<file path="src/rtl/binary_search_driver_if.sv">
// Handshake/bus bundle between the binary-search driver and the comparator/controller side.
interface binary_search_driver_if #(
    parameter int W = 3
);
    logic         start;
    logic         gt;
    logic         eq;
    logic         lt;
    logic [W-1:0] guess;
    logic         busy;
    logic         done;
    logic         error;
    logic [W-1:0] result;
    logic [3:0]   steps;

    modport master (
        input  start, gt, eq, lt,
        output guess, busy, done, error, result, steps
    );

    modport slave (
        output start, gt, eq, lt,
        input  guess, busy, done, error, result, steps
    );
endinterface

</file>
<file path="src/rtl/binary_search_driver.sv">
// Binary search of a comparator's A operand by probing B; optional FLAG_ONEHOT_CHECK_EN rejects non-one-hot flags.
// Latency: first guess one cycle after start, done/error k+1 cycles after start for a search resolved on probe k.
// Backpressure: none; start is ignored while busy, flags must be valid combinationally every PROBE cycle.
module binary_search_driver #(
    parameter int W = 3
) (
    input  logic                   clk,
    input  logic                   rst,
    binary_search_driver_if.master bus
);
    typedef enum logic {S_IDLE, S_PROBE} state_t;

    localparam logic [W-1:0] MAXV = {W{1'b1}};
    localparam logic [W-1:0] ONE  = {{(W-1){1'b0}}, 1'b1};

    state_t       r_state, w_state_nx;
    logic [W-1:0] r_lo, r_hi, r_guess, r_result;
    logic [W-1:0] w_lo_nx, w_hi_nx, w_guess_nx, w_result_nx;
    logic [3:0]   r_count, r_steps, w_count_nx, w_steps_nx;
    logic         r_busy, r_done, r_error;
    logic         w_busy_nx, w_done_nx, w_error_nx;
    logic [W-1:0] w_lo_new, w_hi_new;
    logic [W:0]   w_sum;
    logic         w_fail, w_move, w_stall, w_flag_bad;

`ifdef FLAG_ONEHOT_CHECK_EN
    assign w_flag_bad = !(({bus.gt, bus.eq, bus.lt} == 3'b100) ||
                          ({bus.gt, bus.eq, bus.lt} == 3'b010) ||
                          ({bus.gt, bus.eq, bus.lt} == 3'b001));
`else
    assign w_flag_bad = 1'b0;
`endif

    always_comb begin
        w_state_nx  = r_state;
        w_lo_nx     = r_lo;
        w_hi_nx     = r_hi;
        w_guess_nx  = r_guess;
        w_result_nx = r_result;
        w_count_nx  = r_count;
        w_steps_nx  = r_steps;
        w_done_nx   = 1'b0;
        w_error_nx  = 1'b0;
        w_fail      = 1'b0;
        w_move      = 1'b0;
        w_stall     = 1'b0;
        w_lo_new    = r_lo;
        w_hi_new    = r_hi;
        w_sum       = '0;

        case (r_state)
            S_IDLE: begin
                if (bus.start) begin
                    w_lo_nx    = '0;
                    w_hi_nx    = MAXV;
                    w_guess_nx = MAXV >> 1;
                    w_count_nx = 4'd1;
                    w_state_nx = S_PROBE;
                end
            end
            S_PROBE: begin
                if (w_flag_bad) begin
                    w_fail = 1'b1;
                end else if (bus.eq) begin
                    w_result_nx = r_guess;
                    w_steps_nx  = r_count;
                    w_done_nx   = 1'b1;
                    w_state_nx  = S_IDLE;
                end else if (bus.gt) begin
                    if (r_guess == MAXV) w_fail = 1'b1;
                    else begin
                        w_lo_new = r_guess + ONE;
                        w_move   = 1'b1;
                    end
                end else if (bus.lt) begin
                    if (r_guess == '0) w_fail = 1'b1;
                    else begin
                        w_hi_new = r_guess - ONE;
                        w_move   = 1'b1;
                    end
                end else begin
                    w_stall = 1'b1;
                end

                // Interval collapse means the target moved; count saturation guards a stuck comparator.
                if (w_move && (w_lo_new > w_hi_new)) begin
                    w_fail = 1'b1;
                end else if ((w_move || w_stall) && (r_count == 4'd15)) begin
                    w_fail = 1'b1;
                end else if (w_move || w_stall) begin
                    w_count_nx = r_count + 4'd1;
                    if (w_move) begin
                        w_sum      = {1'b0, w_lo_new} + {1'b0, w_hi_new};
                        w_lo_nx    = w_lo_new;
                        w_hi_nx    = w_hi_new;
                        w_guess_nx = W'(w_sum >> 1);
                    end
                end

                if (w_fail) begin
                    w_error_nx = 1'b1;
                    w_steps_nx = r_count;
                    w_state_nx = S_IDLE;
                end
            end
            default: w_state_nx = S_IDLE;
        endcase

        w_busy_nx = (w_state_nx == S_PROBE);
    end

    always_ff @(posedge clk) begin
        if (rst) begin
            r_state  <= S_IDLE;
            r_lo     <= '0;
            r_hi     <= '0;
            r_guess  <= '0;
            r_result <= '0;
            r_count  <= '0;
            r_steps  <= '0;
            r_busy   <= 1'b0;
            r_done   <= 1'b0;
            r_error  <= 1'b0;
        end else begin
            r_state  <= w_state_nx;
            r_lo     <= w_lo_nx;
            r_hi     <= w_hi_nx;
            r_guess  <= w_guess_nx;
            r_result <= w_result_nx;
            r_count  <= w_count_nx;
            r_steps  <= w_steps_nx;
            r_busy   <= w_busy_nx;
            r_done   <= w_done_nx;
            r_error  <= w_error_nx;
        end
    end

    assign bus.guess  = r_guess;
    assign bus.busy   = r_busy;
    assign bus.done   = r_done;
    assign bus.error  = r_error;
    assign bus.result = r_result;
    assign bus.steps  = r_steps;
endmodule

</file>
<file path="src/flat_wrapper.sv">
// flat-port wrapper written by rule: the top's interface ports become plain ports
module binary_search_driver_flat 
#(
    parameter int W = 3
)
  (clk, rst, bus_start, bus_gt, bus_eq, bus_lt, bus_guess, bus_busy, bus_done, bus_error, bus_result, bus_steps);
  binary_search_driver_if #(.W(W)) bus_i ();
  input  logic clk;
  input  logic rst;
  input wire logic [$bits(bus_i.start)-1:0] bus_start;
  input wire logic [$bits(bus_i.gt)-1:0] bus_gt;
  input wire logic [$bits(bus_i.eq)-1:0] bus_eq;
  input wire logic [$bits(bus_i.lt)-1:0] bus_lt;
  output wire logic [$bits(bus_i.guess)-1:0] bus_guess;
  output wire logic [$bits(bus_i.busy)-1:0] bus_busy;
  output wire logic [$bits(bus_i.done)-1:0] bus_done;
  output wire logic [$bits(bus_i.error)-1:0] bus_error;
  output wire logic [$bits(bus_i.result)-1:0] bus_result;
  output wire logic [$bits(bus_i.steps)-1:0] bus_steps;
  assign bus_i.start = bus_start;
  assign bus_i.gt = bus_gt;
  assign bus_i.eq = bus_eq;
  assign bus_i.lt = bus_lt;
  assign bus_guess = bus_i.guess;
  assign bus_busy = bus_i.busy;
  assign bus_done = bus_i.done;
  assign bus_error = bus_i.error;
  assign bus_result = bus_i.result;
  assign bus_steps = bus_i.steps;
  binary_search_driver #(.W(W)) u_core (.clk(clk), .rst(rst), .bus(bus_i));
endmodule
</file>
<file path="config.mk">
export PLATFORM = sky130hd
export DESIGN_NAME = binary_search_driver_flat
export DESIGN_NICKNAME = d
export VERILOG_FILES = /design/src/rtl/binary_search_driver_if.sv /design/src/rtl/binary_search_driver.sv /design/src/flat_wrapper.sv
export SDC_FILE = /design/constraint.sdc
export NUM_CORES = 1
export LEC_CHECK = 0
export CORE_UTILIZATION = 51
export CTS_BUF_LIST = sky130_fd_sc_hd__clkbuf_8 sky130_fd_sc_hd__clkbuf_16
export DETAILED_ROUTE_END_ITERATION = 8
export PLACE_DENSITY = 0.72
export SYNTH_ARGS = -nofsm -noshare
export SYNTH_HDL_FRONTEND = slang
export SYNTH_SLANG_ARGS = --single-unit
</file>
<file path="constraint.sdc">
create_clock -name clk -period 5.18 [get_ports clk]
set_clock_uncertainty 0.05 [all_clocks]
set_input_delay 1.295 -clock clk [delete_from_list [all_inputs] [get_ports clk]]
set_output_delay 1.295 -clock clk [all_outputs]
set_load 0.05 [all_outputs]
</file>
==> results of run 1 <==
## registers in the layout (all words and copies together) (netlist names)
signal,cells
u_core.bus.done,1
u_core.bus.steps,4
u_core.bus.error,1
u_core.r_lo,3
u_core.r_hi,3
u_core.bus.result,3
u_core.bus.guess,3
u_core.bus.busy,1
u_core.r_count,4
## worst max-delay path, stage by stage
cell and delay, ps:
clkdlybuf4s50_1 570, nor3b_1 530, mux2_1 430, ha_1 360, or3b_1 380, o211ai_1 170, o31ai_1 210, or4_1 500
a31oi_1 130
## cell families after synthesis
family | share of synthesized area, %
and+or+nand+nor | 26.1
DFF | 34.8
AOI/OAI and AO/OA | 18.9
adders and majority gates | 11.3
buffers and inverters | 5.10
xor gates and xnor gates | 1.32
muxes | 2.46
## layout make-up
cell class              instances  area, um2  share of cell area (%)
repair buffers                 20        195                    12.4
clock buffers                   3       41.3                    2.63
well taps                      30       37.5                    2.39
multi-input cells             114        796                    50.6
inverters                      10       37.5                    2.39
flip-flops and latches         23        460                    29.3
clock inverters                 1       3.75                   0.239
## worst max path at each step
stage | to | slack, ps | depth (start not counted) | from
finish | u_core.r_count[3] | 730 | 9 | bus_eq
detailed placement | u_core.r_count[3] | 530 | 9 | bus_eq
CTS | u_core.r_hi[1] | 770 | 9 | bus_eq
global placement | u_core.bus.guess[0] | 610 | 9 | bus_eq
global route | u_core.r_count[3] | 480 | 9 | bus_eq
floorplan | u_core.bus.guess[0] | 1080 | 9 | bus_eq
## power breakdown
group          internal (mW)  leakage, nW  switching [mW]  total (mW)
registers              0.183        0.187         0.00769       0.191
clock network         0.0530       0.0269          0.0571       0.110
logic                 0.0361        0.371          0.0550      0.0910
total                  0.272        0.585           0.120       0.392
## metal layers
| metal | wire length [um] | global-route usage, % |
|---|---|---|
| met4 | 44 | 7.89 |
| met2 | 1420 | 40.5 |
| met5 | 0 | 0 |
| met1 | 1290 | 27.6 |
| met3 | 117 | 6.90 |
## synth_stat cells, drive strengths merged, types with 2 or more instances
master	count
a211oi	3
a21oi	13
a311oi	2
a31oi	3
buf	2
clkbuf	4
dfxtp	23
ha	12
inv	10
mux2	2
nand2	13
nand2b	5
nand3	10
nand4b	4
nor2	8
nor2b	2
nor3	6
o211ai	3
o21ai	7
or3b	2
or4	2
xnor2	2
==> results.tsv, run 1 <==
stage	metric	value	unit
sta	setup_violations	0	
routing	drt-total-wl	2870	um
cts	root_buffer	clkbuf_8	
grt	grt_usage	23.6	%
routing	drtIter0Drc	26	
cts	post_cts_buffers	0	
floorplan	ios	19	
floorplan	start_util	53.9	%
outcome	status	completed	
cts	cts_made_buffers	3	
yosys	synth_warnings	0	
finish	layout_commonest_cell	dfxtp_1	
min_path	hold_start	u_core.bus.steps[1]	
yosys	synthArstFlopShare	0	%
sta	holdWs	415	ps
routing	drc	0	
sta	drv_slew	0	
sta	postLayoutSetupSlackWorst	732	ps
placement	gp_congestion	0.872	
routing	vias	1157	
floorplan	dieArea	2800	um2
grt	grt_pass1_vias	1096	
cts	cts_max_path_buffers	2	
cts	clkTransAtPathRegs	80	ps
routing	dr.pass1.iters	4	
sta	grt_setup_unrepaired	false	
sta	fmax	0.225	GHz
yosys	synth-edff-count	0	
critical_path	crit_type	input pin to flop	
yosys	avgSynthCellArea	8.65	um2
placement	portBuffers	18	
critical_path	crit-reg2reg-launch	u_core.bus.guess[0]	
cts	postCtsResizedCells	0	
pwr	power.density	249	nW/um2
routing	wl_per_cell	14.3	um
yosys	syn-cell-area	1320	um2
placement	place_area	1530	um2
sta	post-route-min-period	4450	ps
critical_path	arrival	4570	ps
sta	finalHoldViolCount	0	
finish	syn_to_final_growth	18.7	%
routing	ant_nets	0	
run	cap_viol_max_count	0	
sta	timing.slew.headroom	38.3	%
floorplan	coreArea	2450	um2
yosys	yosysSeqAreaShare	34.8	%
critical_path	worstRegToRegCells	10	
grt	grt_max_degree	28	
min_path	holdCritPathClass	flop to flop	
cts	cts_num_sinks	23	
grt	grt_overflow	0	
min_path	worstHoldPathCells	2	
cts	cts_tree	built	
yosys	synth_cell_types	39	
critical_path	end_kind	flop	
floorplan	die_w	52.9	um
floorplan	die_h	52.9	um
yosys	synthTopCellsByArea	dfxtp_1 35%, ha_1 11%, a21oi_1 4.9%	
yosys	synth_largest_type_area_fraction	34.8	%
routing	vias_per_cell	5.76	
finish	layout_common_cells	23 x dfxtp_1, 18 x clkdlybuf4s50_1, 13 x nand2_1, 13 x a21oi_1, 12 x ha_1	
floorplan	num_rows	18	
finish	fillers	212	
sta	tns	0	ps
pwr	ir_drop	0.214	mV
cts	postCtsHoldBufs	0	
pwr	leakage	0.585	nW
placement	dp_cells	197	
yosys	synth_nets	171	
critical_path	worstPathMaxFanout	9	
yosys	synth.largest_area_cell	dfxtp_1	
finish	fin_cells	201	
finish	final_core_util	64.0	%
critical_path	rrSetupSlack	1570	ps
grt	grt_pass1_wl	4800	um
yosys	synth-main-ff-cell	dfxtp_1	
yosys	ys_ff_latch	23	
min_path	whs_endpoint	u_core.bus.steps[1]	
critical_path	r2r-end	u_core.r_count[3]	
cts	clock_latency	260	ps
sta	tightest_slew	923	ps
placement	place_hpwl	2100	um
pwr	fin_total_pwr	392	uW
finish	final_area	1570	um2
placement	post-place-ws	532	ps
finish	drive_gt1_share	6.43	%
critical_path	critPathRequiredTime	5310	ps
yosys	syn_inst	153	
grt	grt_antenna_before_repair	0	
critical_path	crit_path_start_kind	input pin	
finish	antennaDiodeCount	0	
finish	nets	190	
sta	final_min_period_over_clock_period	85.9	%
cts	htree_levels	1	
No activity file was read; power rests on OpenSTA's default activity.
==> inputs of run 2 (changes only) <==
--- a/config.mk
+++ b/config.mk
@@ -5,6 +5,7 @@
 export SDC_FILE = /design/constraint.sdc
 export NUM_CORES = 1
 export LEC_CHECK = 0
+export CAP_MARGIN = 40
 export CORE_UTILIZATION = 51
 export CTS_BUF_LIST = sky130_fd_sc_hd__clkbuf_8 sky130_fd_sc_hd__clkbuf_16
 export DETAILED_ROUTE_END_ITERATION = 8
==> results of run 2 <==
The final DEF is identical to that of run 1; final timing and power are the same.
